[config.mk]
export PLATFORM = sky130hd
export DESIGN_NAME = lcd_pixel_feeder
export DESIGN_NICKNAME = d
export VERILOG_FILES = /design/src/rtl/lcd_pkg.sv /design/src/rtl/lcd_pixel_fifo.sv /design/src/rtl/lcd_pixel_feeder.sv
export SDC_FILE = /design/constraint.sdc
export NUM_CORES = 1
export LEC_CHECK = 0
export CORE_MARGIN = 5
export CORE_UTILIZATION = 65
export CTS_CLUSTER_DIAMETER = 100
export DETAILED_ROUTE_END_ITERATION = 10
export DONT_BUFFER_PORTS = 1
export PLACE_DENSITY = 0.88
export SLEW_MARGIN = 25
export SYNTH_ARGS = -nofsm -noshare
export SYNTH_HDL_FRONTEND = slang
export SYNTH_SLANG_ARGS = --single-unit
[constraint.sdc]
create_clock -name clk -period 5.15 [get_ports clk]
set_clock_uncertainty 0.2 [all_clocks]
set_input_delay 0.2575 -clock clk [delete_from_list [all_inputs] [get_ports clk]]
set_output_delay 0.2575 -clock clk [all_outputs]
set_load 0.005 [all_outputs]
[src/rtl/lcd_pkg.sv]
// Constants and types shared by the LCD pixel feeder and the panel timing generator.
package lcd_pkg;

    localparam int ACTIVE_HOR    = 480;
    localparam int ACTIVE_VER    = 272;
    localparam int PIX_PER_FRAME = ACTIVE_HOR * ACTIVE_VER;
    localparam int PIX_W         = 22;

    typedef enum logic [1:0] {
        RESYNC     = 2'd0,
        WAIT_FRAME = 2'd1,
        STREAM     = 2'd2
    } feed_state_e;

endpackage

[src/rtl/lcd_pixel_fifo.sv]
// Show-ahead FIFO: the oldest entry is always visible on head while not empty.
module lcd_pixel_fifo #(
    parameter int DEPTH = 16,
    parameter int WIDTH = 23
) (
    input  logic             clk,
    input  logic             rst,
    input  logic             push,
    input  logic [WIDTH-1:0] din,
    input  logic             pop,
    output logic             full,
    output logic             empty,
    output logic [WIDTH-1:0] head
);

    localparam int AW = $clog2(DEPTH);

    logic [WIDTH-1:0] mem [DEPTH];
    logic [AW-1:0]    wr_ptr;
    logic [AW-1:0]    rd_ptr;
    logic [AW:0]      count;
    logic             do_push;
    logic             do_pop;

    assign full    = (count == (AW+1)'(DEPTH));
    assign empty   = (count == '0);
    assign head    = mem[rd_ptr];
    assign do_push = push && !full;
    assign do_pop  = pop && !empty;

    always_ff @(posedge clk) begin
        if (do_push) begin
            mem[wr_ptr] <= din;
        end
    end

    // Pointers are AW bits wide, so they wrap modulo DEPTH on their own.
    always_ff @(posedge clk or posedge rst) begin
        if (rst) begin
            wr_ptr <= '0;
            rd_ptr <= '0;
            count  <= '0;
        end else begin
            if (do_push) begin
                wr_ptr <= wr_ptr + 1'b1;
            end
            if (do_pop) begin
                rd_ptr <= rd_ptr + 1'b1;
            end
            case ({do_push, do_pop})
                2'b10:   count <= count + 1'b1;
                2'b01:   count <= count - 1'b1;
                default: count <= count;
            endcase
        end
    end

endmodule

[src/rtl/lcd_pixel_feeder.sv]
// Buffers an RGB pixel stream and feeds one pixel per DE slot, locking stream frames
// to panel frames; DE/syncs/pixel leave through one register stage together.
//
// state      | meaning
// RESYNC     | drop non-SOF heads until a frame start sits at the FIFO head
// WAIT_FRAME | SOF held at head; arm on vsync low, start on first DE after that
// STREAM     | pop one pixel per DE slot, fill colour when starved
module lcd_pixel_feeder #(
    parameter int               DEPTH      = 16,
    parameter int               PIX_W      = lcd_pkg::PIX_W,
    parameter logic [PIX_W-1:0] FILL_COLOR = '0,
    parameter int               H_ACTIVE   = lcd_pkg::ACTIVE_HOR,
    parameter int               V_ACTIVE   = lcd_pkg::ACTIVE_VER
) (
    input  logic             clk,
    input  logic             rst,
    input  logic             s_valid,
    output logic             s_ready,
    input  logic [PIX_W-1:0] s_data,
    input  logic             s_sof,
    input  logic             de_in,
    input  logic             hsync_in,
    input  logic             vsync_in,
    output logic             de_out,
    output logic             hsync_out,
    output logic             vsync_out,
    output logic [PIX_W-1:0] pix_out,
    output logic             underflow,
    output logic             sync_err,
    output logic [15:0]      underflow_cnt
);

    import lcd_pkg::*;

    localparam logic [1:0]  ST_RESYNC     = RESYNC;
    localparam logic [1:0]  ST_WAIT_FRAME = WAIT_FRAME;
    localparam logic [1:0]  ST_STREAM     = STREAM;
    localparam logic [16:0] LAST_PIX      = 17'(H_ACTIVE * V_ACTIVE - 1);

    logic [1:0]       state;
    logic [1:0]       state_nxt;
    logic             armed;
    logic             armed_nxt;
    logic [16:0]      pix_cnt;
    logic [16:0]      pix_cnt_nxt;
    logic             rdy_en;
    logic             fifo_push;
    logic             fifo_pop;
    logic             fifo_full;
    logic             fifo_empty;
    logic [PIX_W:0]   fifo_head;
    logic             head_sof;
    logic [PIX_W-1:0] head_pix;
    logic             stream_slot;
    logic [PIX_W-1:0] pix_nxt;
    logic             underflow_nxt;
    logic             sync_err_nxt;
    logic [15:0]      underflow_cnt_nxt;

    // rdy_en keeps s_ready low until the first edge after reset is released.
    assign s_ready   = rdy_en && !fifo_full;
    assign fifo_push = s_valid && s_ready;
    assign head_sof  = fifo_head[PIX_W];
    assign head_pix  = fifo_head[PIX_W-1:0];

    lcd_pixel_fifo #(
        .DEPTH (DEPTH),
        .WIDTH (PIX_W + 1)
    ) u_fifo (
        .clk   (clk),
        .rst   (rst),
        .push  (fifo_push),
        .din   ({s_sof, s_data}),
        .pop   (fifo_pop),
        .full  (fifo_full),
        .empty (fifo_empty),
        .head  (fifo_head)
    );

    always_comb begin
        state_nxt         = state;
        armed_nxt         = armed;
        pix_cnt_nxt       = pix_cnt;
        fifo_pop          = 1'b0;
        stream_slot       = 1'b0;
        pix_nxt           = FILL_COLOR;
        underflow_nxt     = 1'b0;
        sync_err_nxt      = 1'b0;
        underflow_cnt_nxt = underflow_cnt;

        case (state)
            ST_RESYNC: begin
                armed_nxt = 1'b0;
                if (!fifo_empty) begin
                    if (head_sof) begin
                        state_nxt = ST_WAIT_FRAME;
                    end else begin
                        fifo_pop = 1'b1;
                    end
                end
            end
            ST_WAIT_FRAME: begin
                if (!vsync_in) begin
                    armed_nxt = 1'b1;
                end
                if (de_in && armed) begin
                    state_nxt   = ST_STREAM;
                    stream_slot = 1'b1;
                end
            end
            ST_STREAM: begin
                stream_slot = de_in;
            end
            default: begin
                state_nxt = ST_RESYNC;
            end
        endcase

        // The entry slot from WAIT_FRAME shares this path, so pixel 0 pops there.
        if (stream_slot) begin
            if (!fifo_empty && head_sof && (pix_cnt != '0)) begin
                sync_err_nxt = 1'b1;
                state_nxt    = ST_WAIT_FRAME;
                armed_nxt    = 1'b0;
                pix_cnt_nxt  = '0;
            end else begin
                if (fifo_empty) begin
                    underflow_nxt = 1'b1;
                    if (underflow_cnt != 16'hFFFF) begin
                        underflow_cnt_nxt = underflow_cnt + 16'd1;
                    end
                end else begin
                    fifo_pop = 1'b1;
                    pix_nxt  = head_pix;
                end
                if (pix_cnt == LAST_PIX) begin
                    pix_cnt_nxt = '0;
                    state_nxt   = ST_RESYNC;
                end else begin
                    pix_cnt_nxt = pix_cnt + 17'd1;
                end
            end
        end
    end

    always_ff @(posedge clk or posedge rst) begin
        if (rst) begin
            state         <= ST_RESYNC;
            armed         <= 1'b0;
            pix_cnt       <= '0;
            rdy_en        <= 1'b0;
            de_out        <= 1'b0;
            hsync_out     <= 1'b1;
            vsync_out     <= 1'b1;
            pix_out       <= FILL_COLOR;
            underflow     <= 1'b0;
            sync_err      <= 1'b0;
            underflow_cnt <= '0;
        end else begin
            state         <= state_nxt;
            armed         <= armed_nxt;
            pix_cnt       <= pix_cnt_nxt;
            rdy_en        <= 1'b1;
            de_out        <= de_in;
            hsync_out     <= hsync_in;
            vsync_out     <= vsync_in;
            pix_out       <= pix_nxt;
            underflow     <= underflow_nxt;
            sync_err      <= sync_err_nxt;
            underflow_cnt <= underflow_cnt_nxt;
        end
    end

endmodule

==> flow_summary_export.csv <==
group,metric,value,unit
power,power.clock.fraction,30.9,%
critical_path,reg2reg_to,"u_fifo.count[4]",
critical_path,cp_max_fo,17,
critical_path,critPathMaxStageDelay,620,ps
layout,fillers,1409,
synthesis,synth.cell_area,17400,µm²
routing,antenna_left,0,
critical_path,end_kind,"register",
power,power_density,507,nW/µm²
die,die_w,174,µm
place,dpl_cell_area,17900,µm²
critical_path,slowest_stage,"dfrtp_4",
critical_path,crit_type,"reg2reg",
power,ir_worst_vdd,0.000378,V
worst_hold_path,hp-start,"hsync_in",
critical_path,crit_path_start_kind,"register",
synthesis,yosysMostFrequentCell,"edfxtp_1",
global_routing,gr-total-overflow,0,
synthesis,synth_warnings,0,
die,dieArea,30200,µm²
layout,areaGrowthSynthToFinish,12.5,%
critical_path,cp_cell_sequence,"mux2_1, or3_1, a41oi_2, o31ai_1, a21oi_2, ha_1, inv_1, fa_1, inv_1, a21o_1, a21oi_1, xnor2_1, nor2_1, xor2_1",
power,power_frac_seq,44.6,%
place,io_buffers,0,
synthesis,yosys-top-cells-area,"edfxtp_1 (63%), mux4_2 (14%), dfrtp_1 (11%)",
global_routing,grt_max_degree,58,
global_routing,grt.total_usage,25.4,%
sta,max_freq,260,MHz
routing,wl,38.0,mm
critical_path,crit_top_cell,"inv_1",
synthesis,synth-async-reset-ratio,17.3,%
sta,drv_slew,0,
clocking,clock_latency,540,ps
power,p_leak,6.69,nW
clocking,cts_max_level,2,
power,p_int,0.00717,W
synthesis,synth_cell_types,49,
synthesis,synthCells,866,
routing,drt-initial-drc-count,1096,
critical_path,worst_ep_required_time,5400,ps
die,num_rows,60,
critical_path,ff2ff_path_depth,14,
critical_path,crit_family,"compound AO/OA/AOI/OAI gates",
worst_hold_path,hold_path_end,"hsync_out",
power,power.share.combinational,24.5,%
sta,finalHoldViolations,0,
routing,drtPass1Iterations,5,
global_routing,grt_pass1_vias,9076,
synthesis,ys_seq_area_share,74.6,%
job,drv_cap,0,
global_routing,grt_first_pass_wirelength,56.9,mm
sta,tightest_slew,1060,ps
clocking,cts_root_buf,"clkbuf_16",
layout,fin_util,73.5,%
sta,rsz0062_at_grt,"no",
synthesis,postSynthAreaPerCell,20.1,µm²
sta,finalCritPeriodShare,74.7,%
synthesis,yosysTopAreaCellShare,63.5,%
global_routing,grt_antenna_before_repair,1,
sta,fin_crit,3850,ps
clocking,postCtsResizedCells,0,
critical_path,timing.rr.start,"u_fifo.rd_ptr[0]",
layout,final_nets,973,
power,netSwitchingFraction,27.9,%
synthesis,synth-edff-count,368,
synthesis,ys_ff_latch,445,
routing,route.detailed.drc,0,
clocking,post_cts_buffers,0,
worst_hold_path,hold-path-cell-count,1,
clocking,clk_pin_slew,60,ps
sta,fin_setup_tns,0,ps
layout,drive_above_1_share,23.8,%
sta,slew_headroom,29.5,%
critical_path,worstPathBufferInverterCount,2,
synthesis,synth_commonest_cells,"edfxtp_1 (368), mux4_2 (111), dfrtp_1 (75)",
clocking,cts_tree,"built",
critical_path,arrival,4100,ps
layout,design_area,19600,µm²
synthesis,synth_area_leader_cell,"edfxtp_1",
sta,setup_viol,0,
synthesis,syn_nets,912,
clocking,clockBufferDepth,3,
power,p_sw,0.00277,W
clocking,cts_inserted_buffers,43,
die,core,26700,µm²
synthesis,synth_top_flop_cell,"edfxtp_1",
routing,avgRoutedWirePerCell,29.1,µm
die,die_h,174,µm
clocking,cts.sinks,445,
die,num_io_pins,73,
routing,num_vias,8678,
status,status,"complete, no violations",
routing,vias_per_cell,6.65,
place,hpwl,20.2,mm
critical_path,reg2reg_setup_slack,1300,ps
worst_hold_path,hp-class,"in2reg",
die,start_util,65.3,%
place,place.gp.congestion,0.803,
## logic make-up after synthesis
kind of cell             after synthesis  synth area share (%)
adder cells (fa/ha/maj)               17                  1.26
flip-flops                           445                  74.6
buffers and inverters                 51                  1.33
XOR/XNOR                              38                  1.91
AND/OR/NAND/NOR                      161                  4.69
other                                  1                0.0215
multiplexers                         118                  14.8
AO/OA/AOI/OAI                         35                  1.44
## sequential cells by signal (all words and copies together), names as in the netlist
signal         cells
vsync_out          1
u_fifo.count       5
sync_err           1
state              2
armed              1
u_fifo.mem       368
underflow_cnt     16
u_fifo.rd_ptr      4
u_fifo.wr_ptr      4
hsync_out          1
pix_out           22
de_out             1
underflow          1
rdy_en             1
pix_cnt           17
## placed cells by master (no fill, tap or decap), drive strengths merged, types with 4 or more instances in the layout
cell type,Yosys,final
xnor2,18,18
dlygate4sd3,0,28
xor2,20,20
nor4,5,5
nand4,7,7
nor2b,24,24
buf,18,24
and4,5,5
a21oi,8,8
nand3,20,20
nor2,34,34
inv,15,15
clkbuf,18,55
mux2i,4,4
ha,16,16
nand2,38,38
nor3,12,12
o21ai,10,10
mux4,111,111
dfrtp,75,75
clkinv,0,20
edfxtp,368,368
and2,4,4
## how the worst max path moves through the flow
stage | startpoint | to | slack [ps] | depth (start not counted)
2_1_floorplan | u_fifo.count[0] | u_fifo.mem[3][0] | 1640 | 6
3_3_place_gp | u_fifo.rd_ptr[0] | u_fifo.count[4] | 1570 | 14
3_5_place_dp | u_fifo.rd_ptr[0] | u_fifo.count[4] | 1420 | 14
4_1_cts | u_fifo.rd_ptr[0] | u_fifo.count[4] | 1320 | 14
5_1_grt | u_fifo.rd_ptr[0] | u_fifo.count[4] | 1060 | 14
6_report | u_fifo.rd_ptr[0] | u_fifo.count[4] | 1300 | 14
## power groups by stage
| stage | clock [W] | sequential [W] | combinational, W |
|---|---|---|---|
| floorplan | 0 | 0.00432 | 0.00199 |
| global placement | 0 | 0.00447 | 0.00229 |
| detailed placement | 0 | 0.00449 | 0.00236 |
| CTS | 0.00310 | 0.00443 | 0.00246 |
| global route | 0.00326 | 0.00446 | 0.00264 |
| finish | 0.00307 | 0.00443 | 0.00244 |
## what timing repair did
action,4_1_cts,5_1_grt
hold buffers,28,0
endpoints found under the setup margin,0,0
endpoints found under the hold margin,428,0
## metrics by stage
step                      std cells  setup slack (ps)  hold slack, ps  power, W
final                          1304              1300            77.8   0.00994
after detailed placement       1195              1420            62.1   0.00684
after global placement         1195              1570            62.1   0.00675
after global routing           1303              1060            72.1    0.0104
after floorplan                 866              1640            62.0   0.00631
after CTS                      1302              1320            69.2   0.00999
## per-layer routing
| layer | GRT usage [%] | part of all wire, % | wire [µm] | vias up |
|---|---|---|---|---|
| li1 | - | - | - | 3578 |
| met1 | 33.3 | 36 | 13800 | 4507 |
| met2 | 44.3 | 53 | 20000 | 502 |
| met3 | 4.80 | 8.1 | 3080 | 91 |
| met4 | 7.79 | 3.1 | 1190 | 0 |
| met5 | 0 | 0 | 0 | - |
## worst reg2reg max path, delay by kind of cell (launching register included)
family,cells,cell delay (ps)
AOI/OAI and AO/OA,5,980
xor gates and xnor gates,2,270
adders and majority gates,2,680
buffers and inverters,2,190
DFF,1,620
muxes,1,380
and+or+nand+nor,2,450
## area by class of cell
cell class              instances  area, µm²  area share [%]
diodes                          2       5.00          0.0256
repair buffers                 52        464            2.37
well taps                     341        427            2.18
inverters                      15       57.6           0.294
clock inverters                24        215            1.10
clock buffers                  55       1160            5.93
multi-input cells             370       4260            21.8
flip-flops and latches        445      13000            66.3
(Power assumes the default switching activity.)
